$ cat src/rtl/maxpool_window_gen_pkg.sv
// Shared pixel/window types for the window generator and the max-pool stage.
package maxpool_window_gen_pkg;

  localparam int PIX_W = 16;
  localparam int WIN_N = 9;

  typedef logic signed [PIX_W-1:0]            pix_t;
  typedef logic signed [WIN_N-1:0][PIX_W-1:0] win_t;

  // True when a row or column index lands on the window emission grid:
  // the window needs two earlier lines/columns, then repeats every stride.
  function automatic logic on_grid(input int unsigned pos, input int unsigned stride);
    return (pos >= 2) && ((stride == 1) || (pos[0] == 1'b0));
  endfunction

endpackage

$ cat src/rtl/line_buffer.sv
// One image line of pixel storage: combinational read, write on accepted pixel.
module line_buffer
  import maxpool_window_gen_pkg::*;
#(
  parameter int DEPTH = 32,
  parameter int AW    = (DEPTH > 1) ? $clog2(DEPTH) : 1
) (
  input  logic                    clk,
  input  logic                    wr_en,
  input  logic [AW-1:0]           addr,
  input  logic signed [PIX_W-1:0] wdata,
  output logic signed [PIX_W-1:0] rdata
);

  pix_t mem [DEPTH];

  // Read the previous line's pixel at this column before it is overwritten.
  assign rdata = mem[addr];

  // Storage is data only; it is never read before rows 0 and 1 rewrite it.
  always_ff @(posedge clk) begin
    if (wr_en) mem[addr] <= wdata;
  end

endmodule

$ cat src/rtl/maxpool_window_gen.sv
// Raster-scan 3x3 window generator feeding a 3x3 max-pool stage.
module maxpool_window_gen
  import maxpool_window_gen_pkg::*;
#(
  parameter int IMG_W  = 32,
  parameter int IMG_H  = 32,
  parameter int STRIDE = 2
) (
  input  logic                     clk,
  input  logic                     rst_n,
  input  logic signed [15:0]       in_data,
  input  logic                     in_valid,
  input  logic                     in_sof,
  output logic                     in_ready,
  output logic signed [8:0][15:0]  out_win,
  output logic                     out_valid,
  input  logic                     out_ready,
  output logic                     frame_done
);

  localparam int CW = $clog2(IMG_W);
  localparam int RW = $clog2(IMG_H);

  logic [CW-1:0] col_q, col_eff, col_nxt;
  logic [RW-1:0] row_q, row_eff, row_nxt;
  logic          accept, emit, last_col, last_row;
  pix_t          mid_rd, top_rd;
  win_t          win_q, win_nxt;

  assign in_ready = !out_valid || out_ready;
  assign accept   = in_valid && in_ready;

  // Position of the pixel being offered; start-of-frame overrides the counters.
  always_comb begin
    col_eff  = in_sof ? '0 : col_q;
    row_eff  = in_sof ? '0 : row_q;
    last_col = (col_eff == CW'(IMG_W - 1));
    last_row = (row_eff == RW'(IMG_H - 1));
    col_nxt  = last_col ? '0 : col_eff + 1'b1;
    row_nxt  = row_eff;
    if (last_col) row_nxt = last_row ? '0 : row_eff + 1'b1;
    emit     = on_grid(32'(col_eff), STRIDE) && on_grid(32'(row_eff), STRIDE);
  end

  // Line r-1 feeds the middle window row and is then pushed into line r-2.
  line_buffer #(.DEPTH(IMG_W), .AW(CW)) u_lb_mid (
    .clk   (clk),
    .wr_en (accept),
    .addr  (col_eff),
    .wdata (in_data),
    .rdata (mid_rd)
  );

  line_buffer #(.DEPTH(IMG_W), .AW(CW)) u_lb_top (
    .clk   (clk),
    .wr_en (accept),
    .addr  (col_eff),
    .wdata (mid_rd),
    .rdata (top_rd)
  );

  // Window after this pixel: each row shifts left, newest column enters on the right.
  always_comb begin
    win_nxt = win_q;
    for (int r = 0; r < 3; r++) begin
      win_nxt[3*r]     = win_q[3*r + 1];
      win_nxt[3*r + 1] = win_q[3*r + 2];
    end
    win_nxt[2] = top_rd;
    win_nxt[5] = mid_rd;
    win_nxt[8] = in_data;
  end

  // Shift-register window; emission only after two full columns of this row.
  always_ff @(posedge clk) begin
    if (accept) win_q <= win_nxt;
  end

  // Counters, output register and frame pulse; a new window may replace a
  // transferring one in the same cycle so throughput stays one per clock.
  always_ff @(posedge clk or negedge rst_n) begin
    if (!rst_n) begin
      col_q      <= '0;
      row_q      <= '0;
      out_valid  <= 1'b0;
      out_win    <= '0;
      frame_done <= 1'b0;
    end else begin
      frame_done <= accept && last_col && last_row;
      if (accept) begin
        col_q <= col_nxt;
        row_q <= row_nxt;
      end
      if (accept && emit) begin
        out_valid <= 1'b1;
        out_win   <= win_nxt;
      end else if (out_ready) begin
        out_valid <= 1'b0;
      end
    end
  end

endmodule
$ cat config.mk
export PLATFORM = sky130hd
export DESIGN_NAME = maxpool_window_gen
export DESIGN_NICKNAME = d
export VERILOG_FILES = /design/src/rtl/maxpool_window_gen_pkg.sv /design/src/rtl/line_buffer.sv /design/src/rtl/maxpool_window_gen.sv
export SDC_FILE = /design/constraint.sdc
export NUM_CORES = 1
export LEC_CHECK = 0
export BUFFER_PORTS_ARGS = -buffer_cell sky130_fd_sc_hd__buf_2
export CORE_MARGIN = 3
export CORE_UTILIZATION = 50
export DETAILED_ROUTE_END_ITERATION = 7
export GPL_ROUTABILITY_DRIVEN = 0
export HOLD_SLACK_MARGIN = 0.03
export PLACE_DENSITY = 0.66
export SKIP_LAST_GASP = 1
export SLEW_MARGIN = 5
export SYNTH_ARGS = -nofsm -noshare
export SYNTH_HDL_FRONTEND = slang
export SYNTH_SLANG_ARGS = --single-unit
$ cat constraint.sdc
create_clock -name clk -period 6.2 [get_ports clk]
set_input_delay 0.31 -clock clk [delete_from_list [all_inputs] [get_ports clk]]
set_output_delay 0.31 -clock clk [all_outputs]
set_load 0.05 [all_outputs]
-- After elaboration in Yosys (flattened, before gate mapping)
Memory sizes are Yosys's and may differ from the RTL's.
Cells that the tools add are included.
- register bits after elaboration: 252
- bits in latches: 0
- bits in writable memories: 1024
- memory bits (read-only): 0
- input bits: 21
- output and inout port bits: 147
- word-level logic and storage cells: 48
- memories: 2
- memories (memory ; depth ; bits a word ; rd ports ; clocked after memory_dff ; write ports ; RTL line ; source):
    u_lb_mid.mem ; 32 ; 16 ; 1 ; 0 ; 1 ; line_buffer.sv:15 ; pix_t mem [DEPTH];
    u_lb_top.mem ; 32 ; 16 ; 1 ; 0 ; 1 ; line_buffer.sv:15 ;
- add/sub/neg operators: 2
- $mul: 0
- divide/modulo/power cells: 0
- magnitude comparators: 2
- eq/ne operators: 2
- shift-type cells: 0
- mux-type cells: 9
- bitwise gates (word level): 2
- reduce and logical (&&, ||, !) cells: 10
- operator list (kind ; count):
    $mux 5 ; 5
    $add 5x1->5 const B ; 2
    $eq 5x5->1 const B ; 2
    $ge 5x2->1 const B ; 2
    $logic_and 1x1->1 ; 7
    $mux 1 ; 4
    $not 1->1 ; 2
    $reduce_bool 2->1 ; 1
    $logic_not 1->1 ; 1
    $logic_or 1x1->1 ; 1

-- Longest topological paths before layout
Gate-level depths: netlist of the first run.
- depth after elaboration: 6
- mapped depth: 16
- depth with buffers taken out: 10

-- Hierarchy
A second synthesis of the first run with hierarchy kept.
- cell total of the unflattened synthesis: 2614
- area total of the unflattened synthesis: 48373.9 µm²
- modules (own cells, without submodules) (module ; instances ; cells an instance ; area an instance (µm²)):
    line_buffer ; 2 ; 1070 ; 19728.9
    maxpool_window_gen ; 1 ; 474 ; 8916.1

-- Worst setup path after synthesis of the first run
No wires, ideal clock.
- path type: reg2reg
- start: register out_valid
- end: memory u_lb_mid.mem[11][0] in the netlist's numbering (enable)
- setup time: 0.461 ns
- arrival: 5.204 ns
- data required time: 5.739 ns
- path slack: 0.535 ns
- cell stages (with the launch flop): 6
- clock period less this slack: 5.665 ns
- cells stage by stage: dfrtp_1 -> nand2b_1 -> nand2_1 -> inv_2 -> nand2_1 -> nor3_1
- cells in the longest elaborated chain, start to end: 5
- ends and longest elaborated chain (item ; RTL line ; source):
    start: declaration ; maxpool_window_gen.sv:16 ; output logic out_valid,
    start signal: assignment ; maxpool_window_gen.sv:85 ; out_valid <= 1'b0;
    start signal: assignment ; maxpool_window_gen.sv:95 ; out_valid <= 1'b1;
    start signal: assignment ; maxpool_window_gen.sv:98 ; out_valid <= 1'b0;
    $logic_not 1->1 ; maxpool_window_gen.sv:30 ; assign in_ready = !out_valid || out_ready;
    $logic_or 1x1->1 ; maxpool_window_gen.sv:30 ;
    via in_ready ; maxpool_window_gen.sv:14 ; output logic in_ready,
    $logic_and 1x1->1 ; maxpool_window_gen.sv:31 ; assign accept = in_valid && in_ready;
    via accept ; maxpool_window_gen.sv:26 ; logic accept, emit, last_col, last_row;
    $mux 1 ; line_buffer.sv:22 ; if (wr_en) mem[addr] <= wdata;
    $mux 1 (not written as such) ; line_buffer.sv:22 ;
    end: declaration ; line_buffer.sv:15 ;
The timed path passes the listed nets, and every way through them passes these cells.

-- Final worst setup path of the first run
- start: register col_q[1]
- end: register out_win[85] in the netlist's numbering
- elaborated cells between the ends (all ways): 6
- those cells by class: order compare (1); mux (1); reduce/logical (3); memory (1)
- RTL lines (item ; RTL line ; source):
    start: declaration ; maxpool_window_gen.sv:24 ; logic [CW-1:0] col_q, col_eff, col_nxt;
    start signal: assignment ; maxpool_window_gen.sv:91 ; col_q <= col_nxt;
    $mux 5 ; maxpool_window_gen.sv:35 ; col_eff = in_sof ? '0 : col_q;
    $mem_v2 32x16 ; - ;
    via mid_rd[5] ; maxpool_window_gen.sv:27 ; pix_t mid_rd, top_rd;
    end signal: assignment ; maxpool_window_gen.sv:96 ; out_win <= win_nxt;
    end: declaration ; maxpool_window_gen.sv:15 ; output logic signed [8:0][15:0] out_win,
The timed path passes the listed nets, and every way through them passes these cells.
A chain may end at the register's enable or synchronous reset.

==> reports/qor.csv, run 1 <==
metric,value,unit
outcome,"finished, violations left",
failing checks,design-rule violations,
post-synthesis sequential area ratio,0.7517,
max_cap viols,0,
Post-synth EDFFs,1120,
Final Worst Setup Slack,2292,ps
Wirelength per Cell,28.68,um
Die Ht,322.0,um
clock skew,26.71,ps
pwr/cell area,350.5,mW/mm^2
VDD IR max,0.2000,mV
detailed-placement wirelength estimate,72.91,mm
RSZ-0062 raised after global routing,no,
fraction of registers with async set/reset,0.1223,
Crit Path Category,flip-flop to flip-flop,
CTS Buffer Depth,3,
Max Fanout on Critical Path,39,
initial antenna violation count,0,
DRT Wirelength,128.2,mm
Final Hold Fails,0,
Min Hold Slack,64.45,ps
Relative slew margins,0.1408,
largest net degree at the start of global routing,146,
top routing layer in use,met4,
"CTS clk-pin slew, worst paths",60,ps
syn_area_per_cell,17.22,sq um
#FFs+latches synth,1276,
Unique masters post-synth,44,
full die area,0.1037,sq mm
"Clk Latency, worst-skew pair",740,ps
syn nets,2927,
Port Buffers,167,
Hold Buf Count CTS,2,
total number of vias,27786,
PostCTS Resize Cnt,0,
Max Clock Freq,255.9,MHz
DRT iter0 DRCs,3344,
P&R area growth vs syn,12.92,%
required time of the critical path,6810,ps
CTS root buf,clkbuf_16,
CP Launch Type,flip-flop,
GRT overflow,0,
Ys Warns,0,
largest area contributor in the netlist,edfxtp_1,
post-CTS setup repair buffer count,0,
Final setup viols,0,
CORE AREA,0.09871,sq mm
drt first pass iters,8,
final setup TNS,0,ps
leakage power,19.72,nW
vias per std cell,6.217,
vias in the first global route,27518,
effective utilization at floorplan,0.5059,
antenna cell count,0,
critical path arrival,4520,ps
Synth area leaders,"edfxtp_1, dfrtp_1, mux2_2",
placed cell area,0.05235,sq mm
post-route cell area,0.05639,sq mm
Final min period,3908,ps
Crit. End Element,flip-flop,
clock net sink count,1276,
wl on met1,52.25,mm
met3 wire len,11.01,mm
worst slew pin tran,1289,ps
first-pass GRT wire length,186.2,mm
num ports,168,
max-slew violation count,0,
synthesized cell area,0.04994,sq mm
CTS HTree Levels,4,
ratio of cells with drive above 1 in the final layout,0.2618,
dominant synthesized flop cell,edfxtp_1,
crit share post-route,0.6303,
cell count after synthesis,2900,
CTS tree,yes,
Placement Setup Slack,2177,ps
CTS Buf Count,131,
Die W,322.0,um
Final Util,0.5713,
area share of the leading cell type in the synthesized netlist,0.6735,
row count,115,
DR DRC count,1,
worst hold path type,input pin to asynchronous set/reset pin,
Nets,3114,
overall fraction of global-route tracks in use,0.2453,
Detail Route Antenna Nets,0,
metal2 WL,60.78,mm
registers in the layout, indices dropped and copies added (netlist names):
register,cells
col_q,5
frame_done,1
out_valid,1
u_lb_top.mem,512
u_lb_mid.mem,512
out_win,144
row_q,5
win_nxt,96
metal layers:
| layer | track usage | vias up |
|---|---|---|
| met5 | 0 | - |
| met3 | 0.04958 | 255 |
| met1 | 0.3415 | 14336 |
| met2 | 0.3894 | 1365 |
| li1 | - | 11830 |
| met4 | 0.08394 | 0 |
layout by cell type, fill, tap and decap left out, types with 31 or more instances in the layout:
master / count
nand3b_1: 98
mux2_2: 271
o22ai_1: 63
a222oi_1: 33
nand2b_1: 101
nor2_1: 102
clkbuf_16: 135
nor3b_1: 31
dfrtp_1: 154
a2bb2oi_1: 32
buf_4: 72
clkbuf_1: 34
buf_2: 165
mux2i_1: 133
a221oi_1: 35
o221ai_1: 65
nand2_1: 52
edfxtp_1: 1120
a21oi_1: 225
final timing paths:
kind	depth (start not counted)	slack, ps	start	endpoint
min reg2reg	0	440	win_nxt[31]$_DFFE_PP_	win_nxt[15]$_DFFE_PP_
min	2	60	rst_n	out_win[39]$_DFFE_PN0P_
max in group asynchronous	3	4970	rst_n	out_win[137]$_DFFE_PN0P_
max reg2reg	7	2290	col_q[1]$_DFFE_PN0P_	out_win[85]$_DFFE_PN0P_
min in group clk	1	120	in_data[15]	win_nxt[127]$_DFFE_PP_
max	7	2290	col_q[1]$_DFFE_PN0P_	out_win[85]$_DFFE_PN0P_
power breakdown:
group	total, mW	switching, mW	leakage (nW)	internal [mW]
Sequential	10.1	0.114	12.4	9.97
Combinational	2.30	1.65	5.40	0.651
Clock	7.38	3.15	1.96	4.23
Total	19.8	4.92	19.7	14.8
layout make-up:
class	instances	area (sq um)
sequential	1276	37540
tap	1287	1610
inverter	8	32.53
multi-input combinational	1421	11620
clock inverter	50	385.4
fill	7407	42320
clock buffer	178	3630
timing repair buffer	249	1569
through the flow:
step / power (mW) / std cells
floorplan: 11.58 / 2900
global placement: 12.49 / 4239
detailed placement: 12.55 / 4239
CTS: 19.89 / 4469
global route: 20.38 / 4469
finish: 19.76 / 4469
kinds of logic (layout without fill, tap and decap cells):
group,count (synthesis),count (layout),synth area share
flip-flops,1276,1276,0.7517
AO/OA/AOI/OAI,502,502,0.07181
AND/OR/NAND/NOR,477,477,0.05660
multiplexers,435,435,0.09702
buffers and inverters,203,485,0.02122
adder cells (fa/ha/maj),6,6,0.001503
XOR/XNOR,1,1,0.0001754
cell usage after synthesis (all sizes together) (2+ instances only):
| master | n |
|---|---|
| buf | 117 |
| clkbuf | 78 |
| inv | 8 |
| or3b | 2 |
| nor2b | 5 |
| nand2 | 54 |
| o22ai | 63 |
| o221ai | 65 |
| o21bai | 3 |
| mux2 | 302 |
| ha | 6 |
| nand3 | 4 |
| nand3b | 98 |
| o21ai | 11 |
| a21oi | 225 |
| edfxtp | 1120 |
| a221o | 2 |
| nor2 | 125 |
| nor3b | 33 |
| a2bb2oi | 32 |
| nand2b | 103 |
| or4 | 30 |
| a221oi | 64 |
| mux2i | 133 |
| o31ai | 2 |
| a222oi | 33 |
| nor3 | 19 |
| dfrtp | 156 |
critical path: stages, from the launching register on:
cell      delay, ps
dfrtp_4         670
buf_4           410
nor3b_2         260
buf_4           350
a222oi_1        740
o221ai_1        200
or4_4           770
mux2_4          340
No activity file was read; power rests on OpenSTA's default activity.
==> run 2: changes to the inputs <==
--- a/config.mk
+++ b/config.mk
@@ -5,6 +5,7 @@
 export SDC_FILE = /design/constraint.sdc
 export NUM_CORES = 1
 export LEC_CHECK = 0
+export ABC_AREA = 1
 export BUFFER_PORTS_ARGS = -buffer_cell sky130_fd_sc_hd__buf_2
 export CORE_MARGIN = 3
 export CORE_UTILIZATION = 50
==> constraint.sdc (replaced) <==
create_clock -name clk -period 4.1 [get_ports clk]
set_input_delay 0.205 -clock clk [delete_from_list [all_inputs] [get_ports clk]]
set_output_delay 0.205 -clock clk [all_outputs]
set_load 0.05 [all_outputs]
==> run 2 against run 1 <==
The flow now finishes without violations; largest cell class unchanged; sequential power is 53% higher; utilization is 0.63 points higher; routed wire length grew 15%.
==> reports/qor.csv, run 2 <==
metric,value,unit,change
CP max-delay cell,buf_4,,was or4_4
overall fraction of global-route tracks in use,0.2634,,was 0.2453
vias in the first global route,34852,,was 27518
Die Ht,334.8,um,was 322.0 um
Placement Setup Slack,759.6,ps,was 2177 ps
"most common cell after layout, fill and taps aside",nand2_1,,was edfxtp_1
vias per std cell,5.298,,was 6.217
worst slew pin tran,1061,ps,was 1289 ps
CTS tree,yes,,unchanged
Final Hold Fails,0,,unchanged
Detail Route Antenna Nets,0,,unchanged
"count leader, synth",nand2_1,,was edfxtp_1
initial antenna violation count,8,,was 0
#FFs+latches synth,1276,,unchanged
Final Worst Setup Slack,951.6,ps,was 2292 ps
largest net degree at the start of global routing,146,,unchanged
outcome,"finished, final reports clean",,"was finished, violations left"
Port Buffers,167,,unchanged
Max Clock Freq,317.6,MHz,was 255.9 MHz
Post-synth top cells,"nand2_1, edfxtp_1, inv_1",,"was edfxtp_1, mux2_2, a21oi_1"
required time of the critical path,4460,ps,was 6810 ps
most frequent cells in the layout,"nand2_1, edfxtp_1, inv_1",,"was edfxtp_1, mux2_2, a21oi_1"
Largest regs,"u_lb_mid.mem: 512 flops, u_lb_top.mem: 512 flops, out_win: 144 flops",,unchanged
drt first pass iters,6,,was 8
Relative slew margins,0.2926,,was 0.1408
clock skew,27.77,ps,was 26.71 ps
Ys Warns,0,,unchanged
Wirelength per Cell,21.24,um,was 28.68 um
Buf/Inv on CP,3,,was 2
Final min period,3148,ps,was 3908 ps
CORE AREA,0.1063,sq mm,was 0.09871 sq mm
reg2reg setup slack,950,ps,was 2290 ps
worst-path cell chain,"inv_1, nor2_4, inv_2, nor2_4, nand2_1, nor2_4, buf_4",,"was buf_4, nor3b_2, buf_4, a222oi_1, o221ai_1, or4_4, mux2_4"
CTS HTree Levels,4,,unchanged
synthesized cell area,0.05405,sq mm,was 0.04994 sq mm
number of cells on the critical path,7,,unchanged
max-slew violation count,0,,unchanged
total number of vias,36856,,was 27786
full die area,0.1121,sq mm,was 0.1037 sq mm
ratio of cells with drive above 1 in the final layout,0.09202,,was 0.2618
num ports,168,,unchanged
Unique masters post-synth,27,,was 44
Post-synth EDFFs,1120,,unchanged
pwr/cell area,527.5,mW/mm^2,was 350.5 mW/mm^2
Nets,5481,,was 3114
GRT overflow,0,,unchanged
first-pass GRT wire length,220.1,mm,was 186.2 mm
family with the most delay on the worst path,simple AND/OR/NAND/NOR gates,,unchanged
post-synthesis sequential area ratio,0.6945,,was 0.7517
worst stage delay on the critical path,600,ps,was 770 ps
crit share post-route,0.7679,,was 0.6303
final setup TNS,0,ps,unchanged
post-route cell area,0.06140,sq mm,was 0.05639 sq mm
effective utilization at floorplan,0.5084,,was 0.5059
Crit. End Element,flip-flop,,unchanged
"CTS clk-pin slew, worst paths",60,ps,about the same
max_cap viols,0,,unchanged
largest area contributor in the netlist,edfxtp_1,,unchanged
Worst Reg-to-Reg Cells,7,,unchanged
CTS Buf Count,136,,was 131
syn_area_per_cell,10.21,sq um,was 17.22 sq um
DRT iter0 DRCs,4084,,was 3344
VDD IR max,0.3584,mV,was 0.2000 mV
critical path arrival,3510,ps,was 4520 ps
P&R area growth vs syn,13.61,%,was 12.92%
CP Launch Type,flip-flop,,unchanged
CTS Buffer Depth,3,,unchanged
"Clk Latency, worst-skew pair",740,ps,about the same
hold depth,3,,
cell count after synthesis,5292,,was 2900
DRT Wirelength,147.8,mm,was 128.2 mm
clock net sink count,1276,,unchanged
Max Fanout on Critical Path,28,,was 39
post-CTS setup repair buffer count,0,,unchanged
Die W,334.8,um,was 322.0 um
CTS root buf,clkbuf_16,,unchanged
fraction of registers with async set/reset,0.1223,,unchanged
cell repeated most along the worst path,nor2_4,,was buf_4
placed cell area,0.05702,sq mm,was 0.05235 sq mm
Pwr Total,32.39,mW,was 19.76 mW
Final setup viols,0,,unchanged
leakage power,27.66,nW,was 19.72 nW
Final Util,0.5776,,was 0.5713
row count,119,,was 115
syn nets,5319,,was 2927
worst hold path type,input pin to flip-flop,,was input pin to asynchronous set/reset pin
area share of the leading cell type in the synthesized netlist,0.6223,,was 0.6735
RSZ-0062 raised after global routing,no,,unchanged
detailed-placement wirelength estimate,83.43,mm,was 72.91 mm
Synth area leaders,"edfxtp_1, nand2_1, dfrtp_1",,"was edfxtp_1, dfrtp_1, mux2_2"
Crit Path Category,flip-flop to flip-flop,,unchanged
dominant synthesized flop cell,edfxtp_1,,unchanged
DR DRC count,0,,was 1
==> run 2: cell types whose count changed after synthesis, moves of 65 or more <==
| cell | delta |
|---|---|
| a21oi_1 | -224 |
| mux2i_1 | -133 |
| inv_1 | +884 |
| mux2_2 | -271 |
| o221ai_1 | -65 |
| buf_2 | +120 |
| nand2b_1 | -103 |
| nor2_1 | +187 |
| o21ai_0 | +76 |
| nand3_1 | +472 |
| nand2_1 | +1794 |
==> run 2: cell families (layout without fill, tap and decap cells) <==
logic type | count (synthesis) | count (layout) | synth area share
adder cells (fa/ha/maj) | 6 | 6 | 0.001389
AO/OA/AOI/OAI | 126 | 126 | 0.01188
AND/OR/NAND/NOR | 2739 | 2739 | 0.2077
flip-flops | 1276 | 1276 | 0.6945
buffers and inverters | 1144 | 1416 | 0.08440
XOR/XNOR | 1 | 1 | 0.0001621
other | 0 | 2 | 0
==> run 2: layout make-up <==
| cell class | count | area (sq um) |
|---|---|---|
| fill | 8785 | 44910 |
| sequential | 1276 | 37540 |
| multi-input combinational | 2872 | 12270 |
| clock buffer | 183 | 3744 |
| inverter | 898 | 3383 |
| timing repair buffer | 270 | 2126 |
| tap | 1391 | 1740 |
| clock inverter | 65 | 595.6 |
| antenna | 2 | 5.005 |
==> run 2: worst paths after layout <==
path | from | to
worst max-delay path | col_q[3]$_DFFE_PN0P_ | u_lb_mid.mem[10][8]$_DFFE_PP_
min in group asynchronous | rst_n | out_win[0]$_DFFE_PN0P_
worst min register to register | win_nxt[108]$_DFFE_PP_ | out_win[108]$_DFFE_PN0P_
worst max register to register | col_q[3]$_DFFE_PN0P_ | u_lb_mid.mem[10][8]$_DFFE_PP_
max in group asynchronous | rst_n | out_win[115]$_DFFE_PN0P_
worst min-delay path | in_data[13] | out_win[141]$_DFFE_PN0P_
==> run 2: tightest hold or removal path, cell delays in order <==
cell and delay (ps):
buf_2 340, nand2_1 160, nand2_1 50
==> run 2: layer usage <==
metal | part of all wire | vias to the layer above | routed length [um] | global-route usage
li1 | - | 17153 | - | -
met1 | 0.41 | 17686 | 60900 | 0.3732
met2 | 0.46 | 1737 | 67290 | 0.4101
met3 | 0.098 | 276 | 14460 | 0.04947
met4 | 0.034 | 4 | 5072 | 0.09515
met5 | 0.00020 | - | 29 | 0
==> run 2: where the power goes <==
part	leakage [nW]	switching, mW	internal, mW	total, mW
Sequential	12.3	0.318	15.1	15.5
Clock	2.14	5.08	6.85	11.9
Combinational	13.3	3.91	1.08	5.00
==> run 2: stage by stage <==
| step | std cells | hold slack (ps) |
|---|---|---|
| 2_1_floorplan | 5292 | -90.59 |
| 3_3_place_gp | 6703 | 421.2 |
| 3_5_place_dp | 6703 | 424.5 |
| 4_1_cts | 6955 | 30.05 |
| 5_1_grt | 6955 | 89.09 |
| 6_report | 6957 | 79.61 |
==> run 2: repair_timing <==
item,in CTS,in global routing
gates resized for setup,0,0
endpoints found under the hold margin,119,0
hold buffers,4,0
